<file path="config.mk">
export PLATFORM = sky130hd
export DESIGN_NAME = reg_file_sb
export DESIGN_NICKNAME = d
export VERILOG_FILES = /design/src/rtl/reg_file_sb.sv
export SDC_FILE = /design/constraint.sdc
export NUM_CORES = 2
export LEC_CHECK = 0
export BUFFER_PORTS_ARGS = -buffer_cell sky130_fd_sc_hd__buf_4
export CAP_MARGIN = 20
export CORE_MARGIN = 10
export CORE_UTILIZATION = 40
export DETAILED_ROUTE_END_ITERATION = 12
export SYNTH_ARGS = -nofsm -noshare
export SYNTH_HDL_FRONTEND = slang
export SYNTH_SLANG_ARGS = --single-unit
</file>
<file path="constraint.sdc">
create_clock -name CLK -period 3 [get_ports CLK]
set_input_delay 0.6 -clock CLK [delete_from_list [all_inputs] [get_ports CLK]]
set_output_delay 0.6 -clock CLK [all_outputs]
set_load 0.02 [all_outputs]
</file>
<file path="src/rtl/reg_file_sb.sv">
// -----------------------------------------------------------------------------
// reg_file_sb
// Register file with two combinational read ports, one write port with
// same-cycle write-to-read bypass, and a per-register scoreboard of pending
// (busy) bits. Pending bits are set by an issue request (BSET/BSA) and
// cleared by the write that delivers the result.
//
// Parameters
//   DW       data width of each register
//   AW       address width; the file holds 2**AW registers
//   ZERO_R0  1: R0 reads as zero and ignores writes and issue requests
//
// Ports
//   CLK               clock; all state changes on the rising edge
//   RSTN              asynchronous active-low reset
//   RSA, RTA          read addresses, ports S and T
//   RSR, RTR          read data, ports S and T (combinational, bypassed)
//   WE, WA, WD        write enable, address, data
//   BSET, BSA         mark register BSA pending
//   RS_BUSY, RT_BUSY  pending status of RSA / RTA (a same-cycle write hides it)
//   PEND_CNT          registered count of pending registers
//   DBL_SET           sticky flag: an already-pending register was re-issued
// -----------------------------------------------------------------------------
module reg_file_sb #(
  parameter int DW      = 32,
  parameter int AW      = 5,
  parameter bit ZERO_R0 = 1'b1
) (
  input  logic          CLK,
  input  logic          RSTN,
  input  logic [AW-1:0] RSA,
  input  logic [AW-1:0] RTA,
  output logic [DW-1:0] RSR,
  output logic [DW-1:0] RTR,
  input  logic          WE,
  input  logic [AW-1:0] WA,
  input  logic [DW-1:0] WD,
  input  logic          BSET,
  input  logic [AW-1:0] BSA,
  output logic          RS_BUSY,
  output logic          RT_BUSY,
  output logic [AW:0]   PEND_CNT,
  output logic          DBL_SET
);

  localparam int DEPTH = 1 << AW;
  localparam logic [AW:0] CNT_ONE = (AW+1)'(1);

  logic [DW-1:0]    r_regs [DEPTH];
  logic [DEPTH-1:0] r_busy;
  logic [AW:0]      r_pend_cnt;
  logic             r_dbl_set;

  logic             w_wr_ok;
  logic             w_bset_ok;
  logic             w_same_addr;
  logic             w_cnt_inc;
  logic             w_cnt_dec;
  logic             w_dbl_hit;
  logic [DEPTH-1:0] w_busy_nxt;
  logic             w_rs_byp;
  logic             w_rt_byp;

  // Writes and issues aimed at a hard-wired R0 are dropped before they reach
  // any state, so R0 can never hold data or become pending.
  assign w_wr_ok     = WE   && !(ZERO_R0 && (WA  == '0));
  assign w_bset_ok   = BSET && !(ZERO_R0 && (BSA == '0));
  assign w_same_addr = w_wr_ok && w_bset_ok && (WA == BSA);

  // Count moves by one in each direction. An issue to a free register adds
  // one; a write retiring a pending register subtracts one unless the same
  // register is re-issued in that cycle (it stays pending).
  assign w_cnt_inc = w_bset_ok && !r_busy[BSA];
  assign w_cnt_dec = w_wr_ok && r_busy[WA] && !w_same_addr;

  // Re-issuing a register that is still pending is an error, except when the
  // write retiring it lands in the same cycle.
  assign w_dbl_hit = w_bset_ok && r_busy[BSA] && !w_same_addr;

  // NOTE: combinational blocks use blocking assignments and assign every
  // output a default first, so later lines see earlier ones and no latch is
  // inferred. The set is applied after the clear: a new issue wins.
  always_comb begin
    w_busy_nxt = r_busy;
    if (w_wr_ok)   w_busy_nxt[WA]  = 1'b0;
    if (w_bset_ok) w_busy_nxt[BSA] = 1'b1;
  end

  // NOTE: sequential state uses non-blocking assignments only. The register
  // array is reset here on purpose: the reset value of every register is
  // architecturally visible, so it cannot be left to a RAM macro.
  always_ff @(posedge CLK or negedge RSTN) begin
    if (!RSTN) begin
      for (int i = 0; i < DEPTH; i++) r_regs[i] <= '0;
      r_busy     <= '0;
      r_pend_cnt <= '0;
      r_dbl_set  <= 1'b0;
    end else begin
      if (w_wr_ok) r_regs[WA] <= WD;
      r_busy <= w_busy_nxt;
      if (w_cnt_inc && !w_cnt_dec)      r_pend_cnt <= r_pend_cnt + CNT_ONE;
      else if (w_cnt_dec && !w_cnt_inc) r_pend_cnt <= r_pend_cnt - CNT_ONE;
      if (w_dbl_hit) r_dbl_set <= 1'b1;
    end
  end

  // Read ports. The array is already zero during reset; RSTN additionally
  // gates the bypass path so a write presented during reset is not visible.
  assign w_rs_byp = w_wr_ok && (WA == RSA);
  assign w_rt_byp = w_wr_ok && (WA == RTA);

  assign RSR = !RSTN                      ? '0 :
               w_rs_byp                   ? WD :
               (ZERO_R0 && (RSA == '0))   ? '0 : r_regs[RSA];
  assign RTR = !RSTN                      ? '0 :
               w_rt_byp                   ? WD :
               (ZERO_R0 && (RTA == '0))   ? '0 : r_regs[RTA];

  // A write in flight to the read address delivers the value this cycle, so
  // the consumer must not see the register as pending.
  assign RS_BUSY = RSTN && r_busy[RSA] && !w_rs_byp;
  assign RT_BUSY = RSTN && r_busy[RTA] && !w_rt_byp;

  assign PEND_CNT = r_pend_cnt;
  assign DBL_SET  = r_dbl_set;

endmodule

</file>
**Word-level counts from Yosys, hierarchy flattened**

Index checks and enable logic that the tools add are counted.

- Output and inout bits: 73
- Register bits after elaboration: 1,063
- Bits of input ports: 56

- Multiplexer cells: 31
- $add $sub $neg: 2
- Equal/unequal tests: 3
- Order comparisons: 10
- Reduce and logical (&&, ||, !) cells: 33
- Bitwise gates (word level): 6

Operators with widths:

| cell | number |
|---|---|
| bitwise mux 1024 bit | 1 |
| 2-to-1 mux 32 bit | 13 |
| binary-select mux 32 bit (select 5 bit) | 2 |
| demux 32 bit (select 5 bit) | 1 |
| bitwise AND 32 bit | 1 |
| inverter 32 bit | 1 |
| OR 32 bit | 1 |
| < comparator 5 x 6 -> 1 bit (second input constant) | 4 |
| binary-select mux 1 bit (select 5 bit) | 4 |
| logical AND 1 bit | 20 |
| zero test 5 bit | 4 |
| greater-or-equal comparator 6 bit (second input constant) | 3 |
| inverter 5 -> 6 bit | 3 |
| == test 5 bit | 3 |
| 2-to-1 mux 6 bit | 2 |
| demux 1 bit (select 5 bit) | 2 |
| greater-or-equal comparator 5 x 1 -> 1 bit (second input constant) | 2 |
| zero test 1 bit | 8 |
| adder 6 x 1 -> 6 bit (second input constant) | 1 |
| < comparator 6 x 1 -> 1 bit (second input constant) | 1 |
| 2-to-1 mux 1 bit | 6 |
| subtractor 6 x 1 -> 6 bit (second input constant) | 1 |
| nonzero test 2 bit | 1 |

**Logic depth before layout (Yosys ltp)**

- Depth in word-level cells: 10
- Depth in mapped cells: 14
- Depth with buffers taken out: 13

**Worst setup path after synthesis**

Ideal clock, no wire load.

- Path type: input to register
- Start point: in BSA[0]
- End point: reg r_pend_cnt[5], in the netlist PEND_CNT[5]
- Buffers on the path: 1
- Required time: 2,921 ps
- Arrival time: 3,464 ps
- Setup time: 79 ps
- Setup slack: -543 ps
- Stages: 13
- Cell sequence: buf_2 mux4_2 a2111oi_0 nor4_1 nor2_1 ha_1 inv_1 ha_1 a21o_1 a21oi_1 or4_1 nand3_1 xor2_1

- Cells in the longest elaborated chain, start to end: 10
- Elaborated cells between the ends (all ways): 18

Ends and longest elaborated chain:

| item | RTL line | text |
|---|---|---|
| start: declaration | 39 | `input logic [AW-1:0] BSA,` |
| parallel branches: the longest is 10 deep, another holds binary-select mux 1 bit (select 5 bit) | - |  |
| end signal: assignment | 101 | `if (w_cnt_inc && !w_cnt_dec) r_pend_cnt <= r_pend_cnt + CNT_ONE;` |
| end signal: assignment | 102 | `else if (w_cnt_dec && !w_cnt_inc) r_pend_cnt <= r_pend_cnt - CNT_ONE;` |
| end: declaration | 51 | `logic [AW:0] r_pend_cnt;` |

Parallel ways; which one is timed is not known. The select of a mux whose other input is x is not followed.
A chain may end at the register's enable or synchronous reset.

**Final worst setup path**

- Start point: reg r_busy[31]
- End point: out RT_BUSY

- Cells in the longest elaborated chain, start to end: 4

Ends and longest elaborated chain:

| item | RTL line | text |
|---|---|---|
| start: declaration | 50 | `logic [DEPTH-1:0] r_busy;` |
| start signal: assignment | 100 | `r_busy <= w_busy_nxt;` |
| binary-select mux 1 bit (select 5 bit) | 122 | `assign RT_BUSY = RSTN && r_busy[RTA] && !w_rt_byp;` |
| 2-to-1 mux 1 bit (implied by the code) | 122 |  |
| logical AND 1 bit (2 in a row) | 122 |  |
| end: declaration | 41 | `output logic RT_BUSY,` |

No other way between the ends. The select of a mux whose other input is x is not followed.

==> summary.md <==
| Metric | Value |
|---|---|
| Outcome | complete, but fails checks |
| Violated checks | setup timing |
| Clock Latency Late Sink | 0.74 ns |
| Synth area leader | dfrtp_1 |
| Total power | around 46000 uW |
| Cell area after layout | 73310 um^2 |
| Initial antenna violation count | 7 |
| Crit path max fanout | 3 |
| Routed vias/inst | 6.198 |
| H-tree levels | 3 |
| Ys async rst share | 100.0% |
| DR iter-0 viols | 3478 |
| Io pins | 129 |
| Count of final setup violators | 67 |
| CP Capture Type | output pin |
| Post-synth EDFFs | 0 |
| Starting Density | about two fifths |
| Net Sw Power | approximately 13000 uW |
| Clock buffer count from CTS | about 120 |
| Synth Area per Inst | 15.03 um^2 |
| Syn-to-layout area delta | 26.22% |
| Fmax | 301.7 MHz |
| Sw Ratio | 28.20% |
| Synth area leaders | dfrtp_1 46%, mux4_2 21%, mux2_2 20%, mux2i_1 2.3%, a211oi_1 1.7% |
| Number of port buffers | 128 |
| CP required | 2.40 ns |
| Most common cell in the netlist | dfrtp_1 |
| DP Worst Slack | -0.7030 ns |
| Syn_nets | a little under 4k |
| Ys flop type | dfrtp_1 |
| Skew final | 0.02909 ns |
| Post-synth top cells | 1063 x dfrtp_1, 1055 x mux2_2, 550 x mux4_2, 248 x clkbuf_1, 144 x buf_2 |
| Final cell count without fillers | 6280 |
| Cells after synthesis | 3864 |
| DRC Markers | 0 |
| Fillers | 11.97k |
| Fin crit period | 3.314 ns |
| Final net count | 4344 |
| Final antenna-violating net count | 0 |
| Yosys warning total | 0 |
| Vias | 38.92k |
| Post-DP HPWL | roughly 120 mm |
| Comb pwr share | 25.5% |
| Worst R2R Start | r_busy[31]$_DFF_PN0_ |
| Worst R2R Path Depth | 13 |
| Die Width | 401.1 um |
| RSZ-0062 raised after global routing | true |
| Setup tns final | -14.48 ns |
| Kind of critical path | flip-flop to output pin |
| VDD IR-drop max | 0.4362 mV |
| Drt wl/cell | 31.03 um |
| Detailed Routing Iterations Pass 1 | 5 |
| Fin worst setup slack | -0.3141 ns |
| Core footprint | 144000 um^2 |
| Die height | 401.1 um |
| Distinct cells, synth | 49 |
| Share of cells above drive strength 1 | 64.15% |
| Max Cap Viol | 0 |
| Placed Instances | 5923 |
| Slew headroom | between 20 and 25% |
| FP Rows | 139 |
| Sequential Power Share | 41.9% |
| Total wire length | 194.8 mm |
| N_diodes | 0 |
| Startpoint Class | flip-flop |
| HP Class | input pin to asynchronous set/reset pin |
| Clock sinks | 1063 |
| Largest net degree at the start of global routing | 170 |
| Sequential-to-total area share from yosys stat | roughly 46% |
| Worst-path clk slew | 0.06 ns |
| Area share of the largest cell type after synthesis | 45.80% |
| Clock root buffer | clkbuf_16 |
| Clk buf depth | 3 |
| Clk network pwr share | 32.7% |
| CTS tree | yes |
| Mapped Area | between 50000 and 60000 um^2 |
| GRT overflow | 0 |
| Cell Pwr Density | 622.9 nW/um^2 |
| Synth Register Bits | 1063 |
| Die ar. | approximately 160000 um^2 |
| Fin. Hold Viols | 0 |
| Tot GR Track Use | 23.55% |
| Critical path endpoint | RT_BUSY |
| Slew Limit Fails | 0 |
| WP data arrival | 2.71 ns |
| R2r setup slk | -0.20 ns |
| Vias in the first global route | around 40k |
| Reg-to-reg endpoint | PEND_CNT[5]$_DFFE_PN0P_ |
| Post-DP Area | 65240 um^2 |
| Fin crit share | 110.5% |
| First-pass GRT wire length | approximately 280 mm |
| Placer Congestion | roughly 0.86 |
| Internal | 32790 uW |
| CP startpoint | r_busy[31]$_DFF_PN0_ |
| Pleak | 0.03170 uW |
| Worst slew pin tran | approximately 1.2 ns |
==> final cells by class <==
cell class	instances	area, um^2	area share [%]
sequential	1063	26600	36.28
timing repair buffer	744	8880	12.11
inverter	8	35.03	0.04779
clock inverter	37	412.9	0.5632
tap	1903	2381	3.248
clock buffer	178	3540	4.828
multi-input combinational	2347	31460	42.92
==> worst max-delay path, cell delays in order (launching register included) <==
cell	delay (ns)
dfrtp_1	0.40
buf_6	0.13
mux4_2	0.48
mux4_2	0.49
mux2i_1	0.19
nor3_2	0.10
buf_4	0.18
==> sequential cells by signal (all words and copies together) (netlist names) <==
signal	flops
r_regs	1024
r_busy	32
PEND_CNT	6
DBL_SET	1
==> routing by layer <==
| layer | vias to the layer above | part of all wire, % | track usage (%) |
|---|---|---|---|
| met5 | - | 0.036 | 0 |
| met4 | 10 | 3.8 | 9.116 |
| met3 | 397 | 6.4 | 4.431 |
| met2 | 1427 | 48 | 37.43 |
| met1 | 21290 | 42 | 31.92 |
| li1 | 15810 | - | - |
==> cells by family after synthesis <==
kind of cell | Yosys count | synth area share, %
xor+xnor | 20 | 0.3016
flops | 1063 | 45.80
buf+inv | 454 | 3.393
compound gates | 295 | 3.834
mux | 1739 | 44.09
simple gates | 287 | 2.443
fa+ha+maj | 6 | 0.1422
==> power by group through the flow <==
stage	logic, uW	registers, uW	clock network (uW)
floorplan	7180	18700	0
global placement	10200	19100	0
detailed placement	10300	19300	0
CTS	11100	19000	15200
global route	12300	19400	15800
finish	11600	19100	14900
==> cell usage in the layout (no fill, tap or decap), types with 25 or more instances in the layout <==
| cell type | count |
|---|---|
| dfrtp_1 | 1063 |
| mux2_2 | 1032 |
| mux4_2 | 550 |
| buf_4 | 414 |
| buf_12 | 164 |
| clkbuf_16 | 130 |
| buf_6 | 109 |
| nand2_1 | 101 |
| mux2i_1 | 99 |
| a211oi_2 | 85 |
| o211ai_1 | 63 |
| nor2b_1 | 49 |
| clkbuf_8 | 38 |
| o21ai_0 | 35 |
| a211oi_4 | 31 |
| a211o_1 | 27 |
| clkbuf_1 | 25 |
==> worst min-delay path by stage <==
stage	endpoint	slack, ns	cells after the start	startpoint
2_1_floorplan	DBL_SET$_DFFE_PN0P_	0.30	0	RSTN
3_3_place_gp	r_regs[1002]$_DFFE_PN0P_	0.38	0	r_regs[1002]$_DFFE_PN0P_
3_5_place_dp	r_regs[1000]$_DFFE_PN0P_	0.38	0	r_regs[1000]$_DFFE_PN0P_
4_1_cts	r_busy[28]$_DFF_PN0_	0.08	3	RSTN
5_1_grt	r_busy[28]$_DFF_PN0_	0.13	3	RSTN
6_report	r_busy[28]$_DFF_PN0_	0.1	3	RSTN
==> stage by stage <==
step	utilization (%)	hold slack (ns)
global route	50.91	0.1297
floorplan	-	0.3044
global placement	45.30	0.3769
finish	50.91	0.09649
detailed placement	45.30	0.3836
CTS	49.81	0.07733
==> repair_timing <==
item                                    CTS  global route
endpoints found under the setup margin   67            70
buffers inserted                         71            75
endpoints found under the hold margin    27             0
resized for setup                       308           218
cloned                                   15            11
pin swaps                               103           148
hold buffers                              1             0
(Power assumes the default switching activity.)
